## config.mk

```make
export PLATFORM = sky130hd
export DESIGN_NAME = reg_dump_ctrl
export DESIGN_NICKNAME = d
export VERILOG_FILES = /design/src/rtl/reg_dump_ctrl.sv
export SDC_FILE = /design/constraint.sdc
export NUM_CORES = 1
export LEC_CHECK = 0
export CAP_MARGIN = 20
export CORE_ASPECT_RATIO = 0.5
export CORE_MARGIN = 3
export CORE_UTILIZATION = 39
export CTS_CLUSTER_SIZE = 40
export DETAILED_ROUTE_END_ITERATION = 10
export GPL_TIMING_DRIVEN = 0
export PLACE_DENSITY = 0.88
export SLEW_MARGIN = 10
export SYNTH_ARGS = -nofsm -noshare
export SYNTH_HDL_FRONTEND = slang
export SYNTH_SLANG_ARGS = --single-unit
export TNS_END_PERCENT = 30
```

## constraint.sdc

```tcl
create_clock -name clk -period 1.83 [get_ports clk]
set_input_delay 0.2745 -clock clk [delete_from_list [all_inputs] [get_ports clk]]
set_output_delay 0.2745 -clock clk [all_outputs]
set_load 0.01 [all_outputs]
```

## src/rtl/reg_dump_ctrl.sv

```systemverilog
// Register-file dump controller: walks FIRST_ADDR..LAST_ADDR through an async read
// port and streams each word out over a valid/ready handshake.
module reg_dump_ctrl #(
  parameter int DATA_W     = 32,
  parameter int ADDR_W     = 5,
  parameter int FIRST_ADDR = 0,
  parameter int LAST_ADDR  = 31
) (
  input  logic              clk,
  input  logic              rst_n,
  input  logic              start,
  input  logic              abort,
  output logic [ADDR_W-1:0] rf_addr,
  input  logic [DATA_W-1:0] rf_rdata,
  output logic              dump_valid,
  input  logic              dump_ready,
  output logic [DATA_W-1:0] dump_data,
  output logic [ADDR_W-1:0] dump_addr,
  output logic              dump_last,
  output logic              busy,
  output logic              done
);

  typedef enum logic [1:0] {IDLE, LOAD, SEND, FIN} state_t;

  localparam logic [ADDR_W-1:0] FIRST = ADDR_W'(FIRST_ADDR);
  localparam logic [ADDR_W-1:0] LAST  = ADDR_W'(LAST_ADDR);

  state_t            state;
  logic [ADDR_W-1:0] cnt;
  logic              at_last;

  assign at_last = (cnt == LAST);
  assign rf_addr = cnt;

  // NOTE: all state and outputs update with non-blocking assignments so every
  // branch below reads the pre-edge values, exactly as the hardware does.
  always_ff @(posedge clk or negedge rst_n) begin
    if (!rst_n) begin
      state      <= IDLE;
      cnt        <= FIRST;
      dump_valid <= 1'b0;
      dump_last  <= 1'b0;
      dump_data  <= '0;
      dump_addr  <= '0;
      busy       <= 1'b0;
      done       <= 1'b0;
    end else begin
      done <= 1'b0;
      case (state)
        IDLE: begin
          // start wins over a simultaneous abort; abort is meaningless here
          if (start) begin
            cnt   <= FIRST;
            busy  <= 1'b1;
            state <= LOAD;
          end
        end
        LOAD: begin
          if (abort) begin
            dump_valid <= 1'b0;
            dump_last  <= 1'b0;
            busy       <= 1'b0;
            state      <= IDLE;
          end else begin
            dump_data  <= rf_rdata;
            dump_addr  <= cnt;
            dump_valid <= 1'b1;
            dump_last  <= at_last;
            state      <= SEND;
          end
        end
        SEND: begin
          if (abort) begin
            dump_valid <= 1'b0;
            dump_last  <= 1'b0;
            busy       <= 1'b0;
            state      <= IDLE;
          end else if (dump_ready) begin
            dump_valid <= 1'b0;
            dump_last  <= 1'b0;
            if (at_last) begin
              busy  <= 1'b0;
              state <= FIN;
            end else begin
              // increment only below LAST, so the counter can never wrap
              cnt   <= cnt + 1'b1;
              state <= LOAD;
            end
          end
        end
        FIN: begin
          done  <= 1'b1;
          state <= IDLE;
        end
        default: state <= IDLE;
      endcase
    end
  end

endmodule

```

==> reports/summary.txt, run 1 <==
Setup TNS: 0 ps
routed wire length: 4730 um
WL/cell: 15.7 um
Top delay family on crit path: simple AND/OR/NAND/NOR gates
final worst-path cycle share: 0.982
Max Clock Freq: 0.557 GHz
worst hold slack: 463 ps
# diodes: 0
Final Wtd Congestion: 0.801
Sw Ratio: 0.315
average size of a mapped cell: 15.2 sq um
Initial Utilization: 0.411
largest net degree at the start of global routing: 30
clock power share: 0.139
Final Power: 4.67 mW
Syn Nets: 180
remaining global-route overflow: 0
Worst Setup SP: rf_addr[1]
leakage: 1.38 nW
chip height: 57.4 um
std cell rows: 18
main area contributors after synthesis: dfrtp_1 (58%), mux2_4 (14%), mux2_1 (7.6%)
DRC viols: 0
Fin. Hold Viols: 0
CP Capture Type: flop
status: complete, no violations
synth unique cells: 31
first-pass GRT wire length: 7450 um
Max VDD drop: 0.582 mV
WS Path Type: flop to flop
Max-Cap Viols: 0
Worst Hold Class: input port to async pin
final cell count without fillers: 301
grt met1 use: 0.185
Internal Power: 3.20 mW
number of fill cells: 357
Seq/Total Area, Yosys: 0.582
Final Skew: 7.70 ps
critical-path maximum fanout: 5
switching power: 1.47 mW
area leader, netlist: dfrtp_1
Combinational Power Share: 0.492
Startpoint Class: flop
CTS Buf Count: 5
Synth Cell Area: 0.00206 sq mm
Iter 0 DRT Violations: 45
vias: 1438
fin crit period: 1800 ps
Required @ worst endpoint: 2010 ps
most used routing layer in global routing: met2
grt met3 use: 0.0237
CTS tree: yes
Slew HR: 0.683
final setup fails: 0
H-Tree Depth: 2
Cell Chain, Critical Path: ha_1, and3_1, ha_2, and4bb_1, o21ai_2, mux2_2
post-route ant nets: 0
Tot GR Track Use: 0.151
Die X: 109 um
clk slew on worst S/H paths: 90 ps
Synth Register Bits: 48
I/O pins: 83
Nets: 274
DRT Pass-1 Iters: 4
die area: 0.00625 sq mm
top-area cell type share of the netlist area: 0.582
Arr. time, crit path: 1970 ps
Worst Tran Pin Value: 476 ps
CTS max path bufs: 2
total clock sinks: 48
number of global-route vias before repair: 1538
# port buffers: 82
CTS root buffer: clkbuf_8
r2r startpoint: rf_addr[1]
clk_lat worst skew: 290 ps
Critical-path top delay cell: dfrtp_1
share of layout cells above drive strength 1: 0.199
HPWL after DPL: 3490 um
initial antenna violation count: 0
cell count after synthesis: 136
Placed Cells: 289
synthesis-to-finish area growth: 51.4%
Core Area: 0.00502 sq mm
Power Density: 1500 mW/mm^2
vias per inst: 4.78
Yosys warning total: 0
largest incremental delay on the critical path: 410 ps
Buffers & Inverters on Critical Path: 0
Sequential Power Share: 0.370
Final Slew Violations: 0
met2 Track Usage GR: 0.284
==> synth_stat cells, drive strengths merged <==
| cell | number |
|---|---|
| nor2b | 1 |
| and2 | 1 |
| o31ai | 3 |
| nand2 | 2 |
| nor3 | 1 |
| o41ai | 1 |
| nor2 | 3 |
| dfrtp | 48 |
| a22o | 3 |
| mux2 | 38 |
| a31oi | 1 |
| buf | 4 |
| nand4b | 1 |
| inv | 7 |
| o21ai | 2 |
| o22ai | 2 |
| nand3 | 1 |
| a22oi | 1 |
| xnor2 | 1 |
| and3 | 2 |
| a21oi | 3 |
| nand2b | 2 |
| and4bb | 1 |
| ha | 7 |
==> layout by cell type, fill, tap and decap left out, types with 2 or more instances in the layout <==
master / synthesis / layout
mux2_4: 19 / 19
and3_1: 2 / 2
a22o_1: 3 / 3
clkbuf_8: 0 / 6
clkdlybuf4s50_1: 0 / 81
nand2b_1: 2 / 2
nor2_1: 3 / 2
nand2_1: 2 / 2
buf_2: 1 / 2
a21oi_1: 3 / 3
inv_1: 6 / 6
mux2_2: 5 / 5
buf_4: 1 / 3
buf_6: 2 / 3
mux2_1: 14 / 14
dfrtp_1: 48 / 48
o22ai_1: 2 / 2
ha_1: 7 / 6
o31ai_1: 2 / 2
==> per-layer routing <==
layer	wire, um	vias to the layer above
met5	0	-
met4	53	0
met3	120	8
met2	2610	27
met1	1950	730
li1	-	673
==> final timing paths <==
check | cells past startpoint | slack [ps] | end
min in group clk | 1 | 490 | dump_data[19]
max | 6 | 30 | rf_addr[0]
min reg2reg | 1 | 490 | dump_data[19]
max in group asynchronous | 3 | 850 | dump_addr[0]
max reg2reg | 6 | 30 | rf_addr[0]
min | 2 | 460 | dump_data[22]
==> power by group through the flow <==
stage          Combinational (mW)  Sequential (mW)  Clock, mW
2_1_floorplan               0.967             1.93          0
3_3_place_gp                 2.23             1.72          0
3_5_place_dp                 2.28             1.75          0
4_1_cts                      2.31             1.73      0.667
5_1_grt                      2.45             1.78      0.722
6_report                     2.30             1.73      0.648
==> state kept, by name (all words and copies together) (netlist names) <==
name	flops
dump_valid	1
busy	1
state	2
dump_last	1
rf_addr	5
done	1
dump_data	32
dump_addr	5
==> timing repair <==
| action | in CTS | in global routing |
|---|---|---|
| gates resized for setup | 0 | 4 |
| pin swaps | 0 | 1 |
| setup endpoints to repair | 5 | 25 |
| buffers inserted | 2 | 1 |
| hold buffers | 1 | 0 |
| hold endpoints to repair | 19 | 0 |
==> final cells by class <==
type,count,area (sq um),share of cell area
inverters,7,26.3,0.00841
plain buffers,4,38.8,0.0124
repair buffers,87,868,0.278
well taps,70,87.6,0.0280
clock buffers,7,86.3,0.0276
clock inverters,1,7.51,0.00240
flip-flops and latches,48,1200,0.385
multi-input cells,77,807,0.258
==> per-stage QoR <==
stage          instance area (sq um)   util  setup WS [ps]
4_1_cts                         3110  0.618           13.7
6_report                        3120  0.622           33.8
3_3_place_gp                    2970  0.592           -753
5_1_grt                         3120  0.622          -20.5
2_1_floorplan                   2060      -           39.5
3_5_place_dp                    2990  0.595          -99.0
==> cells by family (layout without fill, tap and decap cells) <==
kind of cell             Yosys count  count (layout)  synth area share
flip-flops                        48              48             0.582
AND/OR/NAND/NOR                   15              15            0.0424
buffers and inverters             11             106            0.0297
adder cells (fa/ha/maj)            7               7            0.0424
XOR/XNOR                           1               1           0.00425
AO/OA/AOI/OAI                     16              16            0.0570
multiplexers                      38              38             0.242
Note: power is estimated with default switching activity, not from simulation.
==> run 2: changes to the inputs <==
--- a/config.mk
+++ b/config.mk
@@ -8,12 +8,12 @@
 export CAP_MARGIN = 20
 export CORE_ASPECT_RATIO = 0.5
 export CORE_MARGIN = 3
-export CORE_UTILIZATION = 39
+export CORE_UTILIZATION = 43
 export CTS_CLUSTER_SIZE = 40
 export DETAILED_ROUTE_END_ITERATION = 10
 export GPL_TIMING_DRIVEN = 0
-export PLACE_DENSITY = 0.88
-export SLEW_MARGIN = 10
+export PLACE_DENSITY = 0.92
+export SKIP_CTS_REPAIR_TIMING = 1
 export SYNTH_ARGS = -nofsm -noshare
 export SYNTH_HDL_FRONTEND = slang
 export SYNTH_SLANG_ARGS = --single-unit
==> constraint.sdc (replaced) <==
create_clock -name clk -period 1.9 [get_ports clk]
set_input_delay 0.285 -clock clk [delete_from_list [all_inputs] [get_ports clk]]
set_output_delay 0.285 -clock clk [all_outputs]
set_load 0.01 [all_outputs]
==> run 2 against run 1 <==
  * The run now ends with setup timing left
  * Power shrank 0.41%
  * Clock power increased by 9.9%
  * Critical path depth did not move
  * Via count grew 1.7%
  * Global-route usage grew 1.2 points
  * Non-clock buffer count unchanged
  * Routed wire length increased by 9.3%
==> reports/summary.txt, run 2 (synthesis gave the netlist of run 1 again) <==
status: finished, violations left
violated checks: setup timing
critical-path maximum fanout: 5 (unchanged)
Largest register FFs: 32 (unchanged)
most frequent cells in the layout: clkdlybuf4s50_1 (81), dfrtp_1 (47), mux2_4 (19), mux2_1 (14), inv_1 (6)
clk_lat worst skew: 310 ps (+20 ps)
Final Skew: 16.2 ps (+8.53 ps)
CTS root buffer: clkbuf_8
Core Area: 0.00451 sq mm (-10%)
Fin. Hold Viols: 0 (unchanged)
WL/cell: 17.5 um (+12%)
Max Clock Freq: 0.525 GHz (-5.8%)
Die X: 104 um (-4.5%)
# diodes: 0 (unchanged)
Nets: 274 (unchanged)
Placed Cells: 285 (-1.4%)
die area: 0.00572 sq mm (-8.6%)
largest net degree at the start of global routing: 39 (+30%)
DRC viols: 0 (unchanged)
Final WS setup: -6.26 ps (-40.1 ps)
DRT Pass-1 Iters: 4 (unchanged)
share of layout cells above drive strength 1: 0.201 (+0.00174)
Max VDD drop: 0.622 mV (+6.8%)
most common cell after layout, fill and taps aside: clkdlybuf4s50_1
leakage: 1.38 nW (about the same)
clk slew on worst S/H paths: 80 ps (about the same)
CTS max path bufs: 2 (unchanged)
Final Power: 4.66 mW (-0.41%)
final setup fails: 1 (+1)
std cell rows: 17 (-1)
vias per inst: 4.96 (+3.8%)
remaining global-route overflow: 0 (unchanged)
Layout Utilization: 0.696 (+0.0743)
Arr. time, crit path: 2090 ps (+120 ps)
total clock sinks: 48 (unchanged)
Startpoint Class: flop
Worst Tran Pin Value: 323 ps (-153 ps)
final cell count without fillers: 295 (-2.0%)
Initial Utilization: 0.458 (+0.0467)
vias: 1463 (+1.7%)
Worst Hold Class: input port to async pin
Final Slew Violations: 0 (unchanged)
CTS tree: yes
Max-Cap Viols: 0 (unchanged)
number of fill cells: 296 (-17%)
setup slack at placement: -27.6 ps (+71.4 ps)
worst hold slack: 393 ps (-69.7 ps)
Required @ worst endpoint: 2080 ps (+70 ps)
Power Density: 1480 mW/mm^2 (-0.93%)
final worst-path cycle share: 1.00 (+0.0218)
initial antenna violation count: 0 (unchanged)
Final Wtd Congestion: 0.722 (-9.8%)
HPWL after DPL: 3640 um (+4.1%)
routed wire length: 5170 um (+9.3%)
CP Capture Type: flop
synthesis-to-finish area growth: 52.2%
WS Path Type: flop to flop
# port buffers: 82 (unchanged)
Slew HR: 0.784 (+0.102)
H-Tree Depth: 2 (unchanged)
post-route ant nets: 0 (unchanged)
CTS Buf Count: 5 (unchanged)
fin crit period: 1910 ps (+110 ps)
Tot GR Track Use: 0.163 (+0.0117)
number of global-route vias before repair: 1489 (-3.2%)
first-pass GRT wire length: 7300 um (-2.0%)
I/O pins: 83 (unchanged)
chip height: 55.0 um (-4.3%)
Largest Register: dump_data
Iter 0 DRT Violations: 67 (+49%)
run 2: routing by layer:
layer | up-vias | wire, um | track usage
met4 | 0 | 51 | 0.0618
met2 | 36 | 2880 | 0.326
met1 | 754 | 2090 | 0.186
met3 | 8 | 150 | 0.0267
met5 | - | 0 | 0
li1 | 665 | - | -
run 2: through the flow:
| stage | instance area [sq um] | setup TNS [ps] |
|---|---|---|
| floorplan | 2060 | 0 |
| global placement | 2970 | -33140 |
| detailed placement | 2980 | -381 |
| CTS | 3080 | -142 |
| global route | 3140 | -95.2 |
| finish | 3140 | -6.26 |
run 2: layout make-up:
| type | count | area [sq um] | share of cell area |
|---|---|---|---|
| plain buffers | 4 | 35.0 | 0.0112 |
| clock buffers | 5 | 68.8 | 0.0219 |
| inverters | 7 | 26.3 | 0.00837 |
| flip-flops and latches | 48 | 1200 | 0.383 |
| well taps | 66 | 82.6 | 0.0263 |
| multi-input cells | 77 | 826 | 0.263 |
| clock inverters | 1 | 30.0 | 0.00957 |
| repair buffers | 87 | 868 | 0.277 |
run 2: path summary, 6_finish.rpt:
kind | startpoint | end | slack, ps | depth (start not counted)
max | rf_addr[0] | rf_addr[0] | -6 | 6
min | rst_n | dump_data[13] | 390 | 2
max reg2reg | rf_addr[0] | rf_addr[0] | -6 | 6
min reg2reg | dump_data[15] | dump_data[15] | 490 | 1
max in group asynchronous | rst_n | rf_addr[1] | 1000 | 3
min in group clk | dump_data[15] | dump_data[15] | 490 | 1
run 2: report_power, final:
part           total [mW]  switching, mW  internal (mW)
clock network       0.712          0.333          0.378
logic                2.27          0.910           1.36
registers            1.68          0.236           1.44
run 2: worst max-delay path: stages (launching register included):
cell and delay (ps):
dfrtp_1 450, ha_4 180, and3_1 180, ha_2 230, and4bb_1 260, and2_2 240
mux2_2 260
==> run 3: changes to the inputs <==
--- a/config.mk
+++ b/config.mk
@@ -8,11 +8,11 @@
 export CAP_MARGIN = 20
 export CORE_ASPECT_RATIO = 0.5
 export CORE_MARGIN = 3
-export CORE_UTILIZATION = 43
+export CORE_UTILIZATION = 46
 export CTS_CLUSTER_SIZE = 40
 export DETAILED_ROUTE_END_ITERATION = 10
 export GPL_TIMING_DRIVEN = 0
-export PLACE_DENSITY = 0.92
+export PLACE_DENSITY = 0.95
 export SKIP_CTS_REPAIR_TIMING = 1
 export SYNTH_ARGS = -nofsm -noshare
 export SYNTH_HDL_FRONTEND = slang
==> constraint.sdc (replaced) <==
create_clock -name clk -period 2.35 [get_ports clk]
set_input_delay 0.3525 -clock clk [delete_from_list [all_inputs] [get_ports clk]]
set_output_delay 0.3525 -clock clk [all_outputs]
set_load 0.01 [all_outputs]
==> run 3 against run 2 <==
  * Largest cell class unchanged
  * Hold slack gained 97 ps
  * Final area shrank 2.2%
  * Via count grew 1.4%
  * Count of clock-buffer cells in the layout grew 1
  * Routed wire length shrank 3.0%
  * Die area shrank 6.0%
  * Clock power shrank 29%
  * Register-to-register slack gained 440 ps
  * Flip-flop and latch count is the same
  * Critical endpoint unchanged
  * The flow now finishes without violations
  * Power shrank 21%
  * Non-clock buffer count shrank 3
  * Critical path type unchanged
==> reports/summary.txt, run 3 (synthesis gave the netlist of run 1 again) <==
status: complete, no violations
clk slew on worst S/H paths: 90 ps (about the same)
Initial Utilization: 0.503 (+0.0452)
Reg2Reg Capture Point: rf_addr[0]
Max VDD drop: 0.544 mV (-12%)
largest net degree at the start of global routing: 35 (-10%)
Final WS setup: 430 ps (+436 ps)
remaining global-route overflow: 0 (unchanged)
Buffers & Inverters on Critical Path: 0 (unchanged)
clk_lat worst skew: 300 ps (about the same)
std cell rows: 16 (-1)
Slew HR: 0.678 (-0.107)
vias per inst: 5.26 (+6.0%)
# diodes: 0 (unchanged)
Iter 0 DRT Violations: 23 (-66%)
WL/cell: 17.8 um (+1.5%)
Cell Chain, Critical Path: ha_1, and3_1, ha_1, and4bb_1, o21ai_2, mux2_2
final worst-path cycle share: 0.817 (-0.186)
CTS root buffer: clkbuf_8
r2r startpoint: rf_addr[0]
Nets: 271 (-1.1%)
RSZ-0062 raised after global routing: no
first-pass GRT wire length: 7740 um (+6.0%)
Max Clock Freq: 0.521 GHz (-0.74%)
# port buffers: 82 (unchanged)
Layout Utilization: 0.748 (+0.0517)
setup slack at placement: 340 ps (+368 ps)
number of global-route vias before repair: 1557 (+4.6%)
Die X: 101 um (-3.1%)
Arr. time, crit path: 2110 ps (+20 ps)
Largest register FFs: 32 (unchanged)
Placed Cells: 273 (-4.2%)
routed wire length: 5020 um (-3.0%)
leakage: 1.37 nW (-0.67%)
CTS Buf Count: 5 (unchanged)
HPWL after DPL: 3780 um (+3.9%)
Largest Register: dump_data
vias: 1483 (+1.4%)
most frequent cells in the layout: clkdlybuf4s50_1 (81), dfrtp_1 (48), mux2_4 (19), mux2_1 (14), ha_1 (7)
Max-Cap Viols: 0 (unchanged)
Core Area: 0.00410 sq mm (-9.0%)
chip height: 53.4 um (-3.0%)
WS Path Type: flop to flop
highest metal used: met4
met2 WL: 2820 um (-1.8%)
initial antenna violation count: 0 (unchanged)
H-Tree Depth: 2 (unchanged)
CP Capture Type: flop
number of fill cells: 244 (-18%)
Tot GR Track Use: 0.193 (+0.0300)
Worst Tran Pin Value: 481 ps (+158 ps)
worst hold slack: 490 ps (+97.0 ps)
CTS max path bufs: 2 (unchanged)
Required @ worst endpoint: 2540 ps (+460 ps)
dpl cell area: 0.00297 sq mm (-0.50%)
die area: 0.00537 sq mm (-6.0%)
final cell count without fillers: 282 (-4.4%)
cells on worst reg2reg path: 6 (unchanged)
Fin. Hold Viols: 0 (unchanged)
I/O pins: 83 (unchanged)
post-route ant nets: 0 (unchanged)
Hold Startpoint: dump_data[12]
Worst Hold Class: flop to flop
DR WL met3: 182 um (+21%)
Top delay family on crit path: simple AND/OR/NAND/NOR gates
synthesis-to-finish area growth: 48.8%
DRC viols: 0 (unchanged)
fin crit period: 1920 ps (+14.2 ps)
total clock sinks: 48 (unchanged)
Final Wtd Congestion: 0.727 (+0.68%)
r2r setup slk: 430 ps (+440 ps)
Critical-path top delay cell: dfrtp_1
DRT Pass-1 Iters: 5 (+1)
share of layout cells above drive strength 1: 0.180 (-0.0210)
Final Power: 3.67 mW (-21%)
WHS Endpoint: dump_data[12]
CP most frequent cell: ha_1
design area: 0.00307 sq mm (-2.2%)
hold path depth: 1
final setup fails: 0 (-1)
Startpoint Class: flop
critical-path maximum fanout: 5 (unchanged)
CTS tree: yes
Setup TNS: 0 ps (+6.26 ps)
largest incremental delay on the critical path: 440 ps (about the same)
M1 wire length: 1960 um (-6.5%)
most common cell after layout, fill and taps aside: clkdlybuf4s50_1
Power Density: 1190 mW/mm^2 (-19%)
Final Slew Violations: 0 (unchanged)
Final Skew: 9.26 ps (-6.97 ps)
## run 3: cell type report
type,count,area (sq um),share of cell area
Clock buffer,6,82.6,0.0269
Buffer,4,35.0,0.0114
Multi-Input combinational cell,77,801,0.261
Tap cell,54,67.6,0.0220
Timing Repair Buffer,84,846,0.276
Clock inverter,2,10.0,0.00326
Sequential cell,48,1200,0.391
Inverter,7,26.3,0.00856
## run 3: how the worst max path moves through the flow
stage | end | slack, ps | cells past startpoint | startpoint
final | rf_addr[0] | 430 | 6 | rf_addr[0]
after global routing | rf_addr[2] | 340 | 7 | rf_addr[0]
after CTS | rf_addr[0] | 440 | 6 | rf_addr[0]
after detailed placement | dump_data[7] | 340 | 5 | abort
after global placement | rf_addr[2] | -290 | 1 | rst_n
after floorplan | rf_addr[0] | 560 | 6 | rf_addr[0]
## run 3: report_power, final
part | total, mW | leakage [nW] | internal (mW) | switching, mW
Combinational | 1.79 | 0.730 | 1.08 | 0.714
Sequential | 1.36 | 0.592 | 1.16 | 0.198
Clock | 0.509 | 0.0510 | 0.235 | 0.274
Total | 3.67 | 1.37 | 2.48 | 1.19
## run 3: worst reg2reg max path, cell delays in order (launching register included)
cell      delay (ps)
dfrtp_1          440
ha_1             260
and3_1           200
ha_1             220
and4bb_1         310
o21ai_2          100
mux2_2           270
## run 3: per-layer routing
layer  global-route usage  vias up
met5                    0        -
met4               0.0604        0
met3               0.0342        5
met2                0.379       40
met1                0.216      773
li1                     -      665
